`src/rtl/li_link_arbiter.sv`:
```
// Round-robin arbiter funnelling N latency-insensitive links into one,
// with burst framing and a two-entry relay-station output buffer.
//
// Ports:
//   clk, reset    : clock, synchronous active-high reset
//   in_data_i     : per-requester data
//   in_valid_i    : per-requester valid
//   in_stop_o     : per-requester stop (decoded from registers only)
//   out_data_o    : shared output data (main register)
//   out_valid_o   : shared output valid (main register)
//   out_stop_i    : shared output stop from downstream
//   grant_id_o    : current or last granted requester
module li_link_arbiter #(
  parameter int WIDTH     = 6,
  parameter int N_INPUTS  = 4,
  parameter int BURST_MAX = 4,
  localparam int GW = (N_INPUTS > 1) ? $clog2(N_INPUTS) : 1,
  localparam int BW = (BURST_MAX > 1) ? $clog2(BURST_MAX) : 1
) (
  input  logic                          clk,
  input  logic                          reset,
  input  logic [N_INPUTS-1:0][WIDTH-1:0] in_data_i,
  input  logic [N_INPUTS-1:0]           in_valid_i,
  output logic [N_INPUTS-1:0]           in_stop_o,
  output logic [WIDTH-1:0]              out_data_o,
  output logic                          out_valid_o,
  input  logic                          out_stop_i,
  output logic [GW-1:0]                 grant_id_o
);

  typedef enum logic {
    S_IDLE  = 1'b0,
    S_GRANT = 1'b1
  } state_e;

  state_e            state_q;
  logic [GW-1:0]     grant_q;
  logic [GW-1:0]     rr_q;
  logic [BW-1:0]     burst_q;
  logic              main_valid_q;
  logic [WIDTH-1:0]  main_data_q;
  logic              aux_valid_q;
  logic [WIDTH-1:0]  aux_data_q;

  logic              hit;
  logic [GW-1:0]     hit_idx;
  logic [GW:0]       ssum;
  logic [GW-1:0]     sidx;
  logic              gnt_valid;
  logic [WIDTH-1:0]  gnt_data;
  logic              accept;
  logic              consume;
  logic              last_beat;
  logic [GW-1:0]     rr_d;

  // First valid requester at or after rr_q, wrapping.
  always_comb begin
    hit     = 1'b0;
    hit_idx = '0;
    ssum    = '0;
    sidx    = '0;
    for (int k = 0; k < N_INPUTS; k++) begin
      ssum = {1'b0, rr_q} + (GW+1)'(k);
      if (ssum >= (GW+1)'(N_INPUTS))
        ssum = ssum - (GW+1)'(N_INPUTS);
      sidx = ssum[GW-1:0];
      if (!hit && in_valid_i[sidx]) begin
        hit     = 1'b1;
        hit_idx = sidx;
      end
    end
  end

  assign gnt_valid = in_valid_i[grant_q];
  assign gnt_data  = in_data_i[grant_q];
  // Granted stop equals aux_valid_q, so accept needs aux empty.
  assign accept    = (state_q == S_GRANT) && gnt_valid && !aux_valid_q;
  assign consume   = main_valid_q && !out_stop_i;
  assign last_beat = (burst_q == BW'(BURST_MAX-1));
  assign rr_d      = (grant_q == GW'(N_INPUTS-1)) ? '0 : grant_q + 1'b1;

  always_comb begin
    in_stop_o = '1;
    if (state_q == S_GRANT)
      in_stop_o[grant_q] = aux_valid_q;
  end

  always_ff @(posedge clk) begin
    if (reset) begin
      state_q      <= S_IDLE;
      grant_q      <= '0;
      rr_q         <= '0;
      burst_q      <= '0;
      main_valid_q <= 1'b0;
      main_data_q  <= '0;
      aux_valid_q  <= 1'b0;
      aux_data_q   <= '0;
    end else begin
      case (state_q)
        S_IDLE: begin
          if (hit) begin
            grant_q <= hit_idx;
            state_q <= S_GRANT;
          end
        end
        S_GRANT: begin
          // A cycle with the granted stop raised never releases.
          if (!aux_valid_q) begin
            if (!gnt_valid || last_beat) begin
              state_q <= S_IDLE;
              rr_q    <= rr_d;
              burst_q <= '0;
            end else begin
              burst_q <= burst_q + 1'b1;
            end
          end
        end
        default: state_q <= S_IDLE;
      endcase

      if (accept) begin
        if (!main_valid_q || consume) begin
          main_data_q  <= gnt_data;
          main_valid_q <= 1'b1;
        end else begin
          aux_data_q  <= gnt_data;
          aux_valid_q <= 1'b1;
        end
      end else if (consume) begin
        if (aux_valid_q) begin
          main_data_q <= aux_data_q;
          aux_valid_q <= 1'b0;
        end else begin
          main_valid_q <= 1'b0;
        end
      end
    end
  end

  assign out_data_o  = main_data_q;
  assign out_valid_o = main_valid_q;
  assign grant_id_o  = grant_q;

endmodule

```
`config.mk`:
```
export PLATFORM = sky130hd
export DESIGN_NAME = li_link_arbiter
export DESIGN_NICKNAME = d
export VERILOG_FILES = /design/src/rtl/li_link_arbiter.sv
export SDC_FILE = /design/constraint.sdc
export NUM_CORES = 1
export LEC_CHECK = 0
export ABC_AREA = 1
export BUFFER_PORTS_ARGS = -buffer_cell sky130_fd_sc_hd__buf_2
export CAP_MARGIN = 25
export CORE_MARGIN = 2
export CORE_UTILIZATION = 30
export CTS_CLUSTER_DIAMETER = 100
export DETAILED_ROUTE_END_ITERATION = 10
export SETUP_SLACK_MARGIN = 0.2
export SLEW_MARGIN = 20
export SYNTH_ARGS = -nofsm -noshare
export SYNTH_HDL_FRONTEND = slang
export SYNTH_SLANG_ARGS = --single-unit
```
`constraint.sdc`:
```
create_clock -name clk -period 1.65 [get_ports clk]
set_input_delay 0.165 -clock clk [delete_from_list [all_inputs] [get_ports clk]]
set_output_delay 0.165 -clock clk [all_outputs]
set_load 0.005 [all_outputs]
```
==> results of run 1 <==
routing by layer:
metal / vias up / track usage
met4: 0 / 0.0303
met1: 709 / 0.168
met3: 2 / 0.0247
li1: 858 / -
met5: - / 0
met2: 29 / 0.237
state kept, by name, indices dropped and copies added, names as in the netlist:
name         flops
burst_q          2
aux_data_q       6
aux_valid_q      1
out_valid_o      1
rr_q             2
out_data_o       6
grant_id_o       2
state_q          1
metrics by stage:
stage | power [mW] | hold WS [ns] | utilization | instances | cell area, µm²
2_1_floorplan | 1.93 | 0.234 | - | 234 | 1460
3_3_place_gp | 2.33 | 0.406 | 0.374 | 332 | 1760
4_1_cts | 2.68 | 0.127 | 0.384 | 336 | 1800
3_5_place_dp | 2.34 | 0.400 | 0.374 | 332 | 1760
6_report | 2.84 | 0.138 | 0.405 | 340 | 1900
5_1_grt | 3.14 | 0.124 | 0.405 | 340 | 1900
placed cells by master, fill, tap and decap left out, drive strengths merged:
| cell | n |
|---|---|
| dfxtp | 21 |
| xnor2 | 1 |
| nand2 | 76 |
| a21boi | 1 |
| nor2 | 36 |
| a21oi | 11 |
| nand3 | 12 |
| o21bai | 1 |
| nand4 | 1 |
| a31oi | 1 |
| or2 | 1 |
| nor3 | 1 |
| buf | 54 |
| o21ai | 28 |
| inv | 26 |
| clkbuf | 4 |
| o22ai | 6 |
| ha | 5 |
cells by family after synthesis:
family                     after synthesis  synth area share
DFF                                     21             0.288
xor gates and xnor gates                 1           0.00601
AOI/OAI and AO/OA                       48             0.177
buffers and inverters                   32            0.0927
adders and majority gates                5            0.0429
and+or+nand+nor                        127             0.393
worst max-delay path: cells and delay by family (launching register included):
kind | cells | cell delay [ns]
DFF | 1 | 0.37
buffers and inverters | 3 | 0.32
adders and majority gates | 1 | 0.20
and+or+nand+nor | 1 | 0.07
Yosys cell counts (all sizes together):
library cell / n / area (µm²)
a21boi: 1 / 7.51
a21oi: 11 / 55.1
a31oi: 1 / 6.26
buf: 5 / 33.8
clkbuf: 1 / 3.75
dfxtp: 21 / 420
ha: 5 / 62.6
inv: 26 / 97.6
nand2: 76 / 320
nand3: 12 / 75.1
nand4: 1 / 6.26
nor2: 36 / 158
nor3: 1 / 5.00
o21ai: 28 / 144
o21bai: 1 / 7.51
o22ai: 6 / 37.5
or2: 1 / 8.76
xnor2: 1 / 8.76
final cells by class:
class	count	area share
multi-input combinational	181	0.499
timing repair buffer	54	0.159
tap	54	0.0355
clock buffer	4	0.0237
inverter	26	0.0553
sequential	21	0.228
path summary, 6_finish.rpt:
path / start / end / slack, ns / cells past startpoint
max reg2reg: rr_q[0] / grant_id_o[1] / 0.28 / 11
min: reset / out_valid_o / 0.14 / 2
max: grant_id_o[0] / in_stop_o[0] / 0.27 / 5
min reg2reg: aux_data_q[2] / aux_data_q[2] / 0.45 / 2
report_power, final:
part           internal, mW  switching (mW)
sequential            0.656           0.116
clock                 0.172           0.154
combinational         0.702            1.04
total                  1.53            1.31
timing repair:
item                                    in CTS  in global routing
endpoints found under the setup margin       4                  8
buffers inserted                             0                  4
pin swaps                                    0                  9
gates resized for setup                      2                 23
hold endpoints to repair                     0                  0
==> metrics.txt, run 1 <==
highest attainable clock frequency 0.726 GHz; Rel. slew slack 0.779; number of antenna violations at the first check in global routing 0; nature of the critical path endpoint primary output; max-slew violation count 0; Power Dens Cells 1490 mW/mm²; standard-cell rows 25; total number of yosys warnings 0; Worst Max-Slew Pin Slew 0.331 ns; number of endpoints with negative hold slack in the final report 0; area of the multi-input gates 948 µm²; total half-perimeter wirelength after legalization and detailed placement 2760 µm; wire length per cell after detailed routing 10.6 µm; clock latency reported for the late side of the worst-skew pair 0.25 ns; leakage power figure 0.946 nW; gate count after technology mapping 234; met2 layer wire length in the routed design 1880 µm; routed length on met1 1610 µm; uppermost routed layer met4; number of violations of the max-capacitance limit 0; post-synthesis net count 270; total wire length 3610 µm; input/output buffers 43; Horiz. Die Dim 73.7 µm; outcome finished clean; area taken by flip-flops and latches 433 µm²; arrival time worst endpoint 1.21 ns; global-route congestion overflow total 0; global-route wire length before repair 5850 µm; slowest cell delay on critical path 0.37 ns; number of buffers on the longest clock path 2; effective utilization at floorplan 0.311; antenna cells 0; number of CTS-inserted buffers 3; total vias in the final route 1,598; portion of the post-synthesis area used by sequential elements 0.288; DIE AREA 0.00543 mm²; clock-pin slew on the worst setup and hold paths 0.07 ns; die height 73.7 µm; number of distinct library cell variants in the gate-level netlist after synthesis 27; number of buffers inserted for hold repair after clock tree synthesis 0; Worst Setup Slack post-DPL 0.0769 ns; Crit-path slowest cell dfxtp_4; worst vdd rail ir drop 0.651 mV; kind of path behind the tightest hold check in2reg; vias per inst 4.70; maximum number of pins on one net before global-route repair 17; final setup vio count 0; period utilization 0.835; Area growth syn-to-layout 30.4%; critical path required time 1.48 ns; crit-path cells inv_2 > buf_4 > ha_1 > nand2_1 > buf_2; Clock H-tree levels 1; met3 layer wire length in the routed design 113 µm; total track usage 0.134; flops & latches, synth 21; share of layout cells above drive strength 1 0.329; post-layout minimum cycle time 1.38 ns; final routed DRC violation total 0; clock skew 0.00111 ns; unrepaired setup endpoints after global routing true; number of global-route vias before repair 1,374; Clk Tree Root Cell clkbuf_8; type of origin of the critical path flip-flop; Post-Syn Area per Cell 6.23 µm²; Sinks on Clock Net 21; iteration-0 DRC count of the detailed router 72; filler instances 493; Critical Setup Path Class reg2out; sum of negative setup slack 0 ns; Final Net Count 323; post-route antenna net violation count 0; netlist area before placement 0.00146 mm²; RePlAce Congestion 0.773; area of the core 0.00469 mm²; number of top-level pins 44; clock tree from TritonCTS done; crit-path max FO 15; total iterations of the first detailed-routing run 4; final setup slack of the worst path 0.272 ns
Note: power is estimated with default switching activity, not from simulation.
==> inputs of run 2 (changes only) <==
- clock period: 1.65 -> 1.2 ns (I/O delays scaled with it)
==> metrics.txt, run 2 (synthesized netlist as in run 1, its figures left out) <==
final setup slack of the worst path -0.220 ns (-0.491 ns); number of global-route vias before repair 1,653 (+20%); filler instances 442 (-10%); sum of negative setup slack -3.10 ns (-3.10 ns); Sinks on Clock Net 21 (unchanged); worst setup path endpoint out_data_o[3]; vias per inst 4.69 (-0.29%); Final Net Count 353 (+9.3%); most used routing layer met2; leakage power figure 1.16 nW (+23%); post-layout minimum cycle time 1.42 ns; number of buffers on the longest clock path 2 (unchanged); worst vdd rail ir drop 0.931 mV (+43%); total vias in the final route 1,734 (+8.5%); hold-critical path depth 2 (unchanged); global-route wire length before repair 7000 µm (+20%); global-route met2 utilization 0.295 (+0.0575); critical path required time 1.36 ns (-0.12 ns); antenna cells 0 (unchanged); clock latency reported for the late side of the worst-skew pair 0.26 ns (about the same); effective utilization at floorplan 0.311 (unchanged); number of antenna violations at the first check in global routing 0 (unchanged); most common library cell in the layout ignoring fill and taps nand2_1; Total Power Consumption 5.22 mW (+84%); die height 73.7 µm (unchanged); number of top-level pins 44 (unchanged); kind of path behind the tightest hold check in2reg; Inst Count DP 348 (+4.8%); crit-path max FO 6 (-9); Area growth syn-to-layout 66.4%; total wire length 4390 µm (+21%); global-route congestion overflow total 0 (unchanged); nature of the critical path endpoint flip-flop; highest attainable clock frequency 0.704 GHz; RePlAce Congestion 0.837 (+8.4%); met3 GRT Util 0.0219 (-0.00274); Min Hold Slack 0.0809 ns (-0.0575 ns); post-detailed-placement cell area 0.00192 mm² (+9.4%); standard-cell rows 25 (unchanged); setup slack on the worst flop-to-flop path -0.22 ns (-0.50 ns); input/output buffers 43 (unchanged); clock tree from TritonCTS done; Power Dens Cells 2150 mW/mm² (+44%); total track usage 0.162 (+0.0273); total half-perimeter wirelength after legalization and detailed placement 2890 µm (+4.6%); number of CTS-inserted buffers 3 (unchanged); clock-pin slew on the worst setup and hold paths 0.08 ns (about the same); max-slew violation count 0 (unchanged); Clock H-tree levels 1 (unchanged); launching element of the worst setup path grant_id_o[0]; DIE AREA 0.00543 mm² (unchanged); endpoint of the worst register-to-register path out_data_o[3]; maximum number of pins on one net before global-route repair 13 (-4); total iterations of the first detailed-routing run 4 (unchanged); fin area 0.00243 mm² (+28%); Horiz. Die Dim 73.7 µm (unchanged); Clk Tree Root Cell clkbuf_8; period utilization 1.18; clock skew 0.00482 ns (+0.00371 ns); iteration-0 DRC count of the detailed router 45 (-38%); final setup vio count 23 (+23); top library cells by usage in the layout, fill and taps aside nand2_1, buf_2, nor2_1, buf_4; Non-Filler Instances 370 (+8.8%); logic depth of the worst register-to-register path 8 (-3); unrepaired setup endpoints after global routing true; number of endpoints with negative hold slack in the final report 0 (unchanged); type of origin of the critical path flip-flop; global routing usage on met1 0.195 (+0.0264); arrival time worst endpoint 1.58 ns (+0.37 ns); Rel. slew slack 0.800 (+0.0214); area of the core 0.00469 mm² (unchanged); number of buffers inserted for hold repair after clock tree synthesis 0 (unchanged); final routed DRC violation total 0 (unchanged); Critical Setup Path Class reg2reg; number of violations of the max-capacitance limit 0 (unchanged); post-route antenna net violation count 0 (unchanged); Finished Core Util 0.517 (+0.112); share of layout cells above drive strength 1 0.522 (+0.193); outcome complete, but fails checks; wire length per cell after detailed routing 11.9 µm (+12%); Worst Max-Slew Pin Slew 0.298 ns (-0.0338 ns); FF-to-FF Start grant_id_o[0]; Worst Setup Slack post-DPL -0.175 ns (-0.252 ns); violated checks setup timing
run 2: cell count changes in the layout (fill, tap and decap cells not counted), sizes merged:
cell    before  now
buf         54   83
nand3       12   13
clkinv       0    1
clkbuf       4    3
run 2: how the worst min path moves through the flow:
stage / end / slack (ns) / start
after floorplan: aux_valid_q / 0.19 / reset
after global placement: out_valid_o / 0.36 / reset
after detailed placement: out_valid_o / 0.36 / reset
after CTS: aux_valid_q / 0.08 / reset
after global routing: aux_valid_q / 0.07 / reset
final: aux_valid_q / 0.08 / reset
run 2: critical path, stage by stage, from the launching register on:
cell and delay [ns]:
dfxtp_4 0.38, buf_4 0.14, buf_6 0.12, o21ai_0 0.25, o22ai_2 0.14, nand2_1 0.10, o21ai_2 0.06, nor2_2 0.10
nor2_1 0.05
run 2: layout make-up:
type / count / area, µm² / share of cell area
Inverter: 26 / 113 / 0.0464
Clock inverter: 1 / 5.00 / 0.00206
Sequential cell: 21 / 439 / 0.181
Tap cell: 54 / 67.6 / 0.0278
Timing Repair Buffer: 83 / 591 / 0.243
Clock buffer: 3 / 41.3 / 0.0170
Multi-Input combinational cell: 182 / 1170 / 0.482
run 2: repair_timing:
item / 4_1_cts / 5_1_grt
gates resized for setup: 57 / 32
buffers inserted: 10 / 5
pin swaps: 26 / 23
cloned: 3 / 0
setup endpoints to repair: 27 / 27
run 2: power by group:
group	total (mW)	internal, mW	switching [mW]
Combinational	3.63	1.71	1.92
Clock	0.469	0.231	0.238
Sequential	1.12	0.911	0.207
run 2: metal layers:
layer / wire (µm) / share of wire / up-vias
met5: 0 / 0 / -
met4: 52 / 0.012 / 0
met3: 155 / 0.035 / 4
met2: 2290 / 0.52 / 36
met1: 1890 / 0.43 / 777
li1: - / - / 917
==> inputs of run 3 (changes only) <==
- MAX_ROUTING_LAYER: default -> met4
- SETUP_SLACK_MARGIN: 0.2 -> 0.1
==> metrics.txt, run 3 (synthesized netlist as in run 1, its figures left out) <==
DIE AREA 0.00543 mm² (unchanged); effective utilization at floorplan 0.311 (unchanged); post-layout minimum cycle time 1.39 ns (-0.0338 ns); die height 73.7 µm (unchanged); most used routing layer met2; clock latency reported for the late side of the worst-skew pair 0.26 ns (about the same); number of global-route vias before repair 1,653 (unchanged); Power Dens Cells 2150 mW/mm² (-0.26%); number of buffers inserted for hold repair after clock tree synthesis 0 (unchanged); logic depth of the worst register-to-register path 9 (+1); worst-case hold path end point aux_valid_q; global-route wire length before repair 7000 µm (+0.10%); share of layout cells above drive strength 1 0.518 (-0.00458); worst min-delay path startpoint reset; CP delay by family, top simple AND/OR/NAND/NOR gates; endpoint of the worst register-to-register path aux_data_q[4]; highest attainable clock frequency 0.722 GHz (+2.4%); global-route congestion overflow total 0 (unchanged); FF-to-FF Start grant_id_o[0]; final setup vio count 23 (unchanged); most common library cell in the layout ignoring fill and taps nand2_1; global routing usage on met1 0.196 (+0.000829); Worst Max-Slew Pin Slew 0.299 ns (+0.00126 ns); worst vdd rail ir drop 0.938 mV (+0.80%); Crit-path slowest cell dfxtp_4; post-route antenna net violation count 0 (unchanged); number of CTS-inserted buffers 3 (unchanged); Clock H-tree levels 1 (unchanged); antenna cells 0 (unchanged); hold-critical path depth 2 (unchanged); standard-cell rows 25 (unchanged); total vias in the final route 1,731 (-0.17%); clock tree from TritonCTS done; leakage power figure 1.14 nW (-1.8%); total iterations of the first detailed-routing run 4 (unchanged); Final Net Count 350 (-0.85%); area of the core 0.00469 mm² (unchanged); critical path depth in cells 9 (+1); slowest cell delay on critical path 0.38 ns (about the same); Horiz. Die Dim 73.7 µm (unchanged); total wire length 4330 µm (-1.2%); total half-perimeter wirelength after legalization and detailed placement 2890 µm (unchanged); number of endpoints with negative hold slack in the final report 0 (unchanged); Bufs and invs on worst path 2 (unchanged); type of origin of the critical path flip-flop; top library cells by usage in the layout, fill and taps aside nand2_1, buf_2, nor2_1, buf_4; max-slew violation count 0 (unchanged); vias per inst 4.72 (+0.64%); kind of path behind the tightest hold check in2reg; unrepaired setup endpoints after global routing true; critical path required time 1.35 ns (about the same); clock skew 0.00194 ns (-0.00288 ns); wire length per cell after detailed routing 11.8 µm (-0.38%); setup slack on the worst flop-to-flop path -0.19 ns (+0.03 ns); global-route met2 utilization 0.295 (unchanged); Critical Setup Path Class reg2reg; RePlAce Congestion 0.850 (+1.5%); number of top-level pins 44 (unchanged); arrival time worst endpoint 1.54 ns (-0.04 ns); number of buffers on the longest clock path 2 (unchanged); Rel. slew slack 0.799 (-0.000846); crit-path cells inv_4 > nand2_2 > nand3_2 > nand2_4 > nor2_4 > buf_6 > nand3_4 > o21ai_2 > a21oi_1; maximum number of pins on one net before global-route repair 13 (unchanged); final setup slack of the worst path -0.186 ns (+0.0338 ns); Clk Tree Root Cell clkbuf_8; met3 GRT Util 0.0219 (unchanged); Total Power Consumption 5.11 mW (-2.1%); final routed DRC violation total 0 (unchanged); clock-pin slew on the worst setup and hold paths 0.08 ns (about the same); nature of the critical path endpoint flip-flop; total track usage 0.167 (+0.00495); outcome complete, but fails checks; period utilization 1.15 (-0.0282); crit-path max FO 6 (unchanged); input/output buffers 43 (unchanged); sum of negative setup slack -2.89 ns (+0.211 ns); number of antenna violations at the first check in global routing 0 (unchanged); Area growth syn-to-layout 63.4%; number of violations of the max-capacitance limit 0 (unchanged); Sinks on Clock Net 21 (unchanged); violated checks setup timing; iteration-0 DRC count of the detailed router 44 (-2.2%)
[run 3: changes by cell type in the layout (fill, tap and decap cells not counted), sizes merged]
cell and delta:
buf -4, clkbuf +1
[run 3: per-layer routing]
metal	up-vias	share of wire
met3	2	0.034
li1	912	-
met2	36	0.53
met5	-	0
met4	0	0.0058
met1	781	0.43
[run 3: how the worst max path moves through the flow]
stage	start	endpoint	slack, ns
2_1_floorplan	state_q	aux_data_q[2]	-0.06
3_3_place_gp	rr_q[0]	grant_id_o[1]	-0.16
3_5_place_dp	rr_q[0]	grant_id_o[1]	-0.17
4_1_cts	rr_q[0]	grant_id_o[1]	-0.15
5_1_grt	grant_id_o[0]	aux_data_q[4]	-0.30
6_report	grant_id_o[0]	aux_data_q[4]	-0.19
[run 3: through the flow]
| stage | setup WS (ns) | instance area [µm²] | hold slack [ns] | std cells | util |
|---|---|---|---|---|---|
| after global placement | -0.163 | 1920 | 0.356 | 348 | 0.409 |
| after CTS | -0.152 | 2270 | 0.0758 | 365 | 0.484 |
| after floorplan | -0.0642 | 1510 | 0.189 | 234 | - |
| final | -0.186 | 2380 | 0.0845 | 367 | 0.508 |
| after detailed placement | -0.175 | 1920 | 0.357 | 348 | 0.409 |
| after global routing | -0.301 | 2380 | 0.0726 | 367 | 0.508 |
[run 3: power breakdown]
part	internal, mW	switching [mW]	total, mW	leakage, nW
clock network	0.231	0.235	0.466	0.0255
logic	1.63	1.90	3.53	0.942
registers	0.911	0.204	1.12	0.175
total	2.77	2.34	5.11	1.14
[run 3: area by class of cell]
class	count	area, µm²
fill	445	2310
timing repair buffer	80	547
inverter	26	113
tap	54	67.6
sequential	21	439
clock inverter	1	5.00
multi-input combinational	182	1170
clock buffer	3	41.3
[run 3: timing repair]
| item | in CTS | in global routing |
|---|---|---|
| gates resized for setup | 53 | 32 |
| setup buffers | 10 | 3 |
| setup endpoints to repair | 24 | 27 |
| gates cloned | 3 | 0 |
| pin swaps | 26 | 23 |
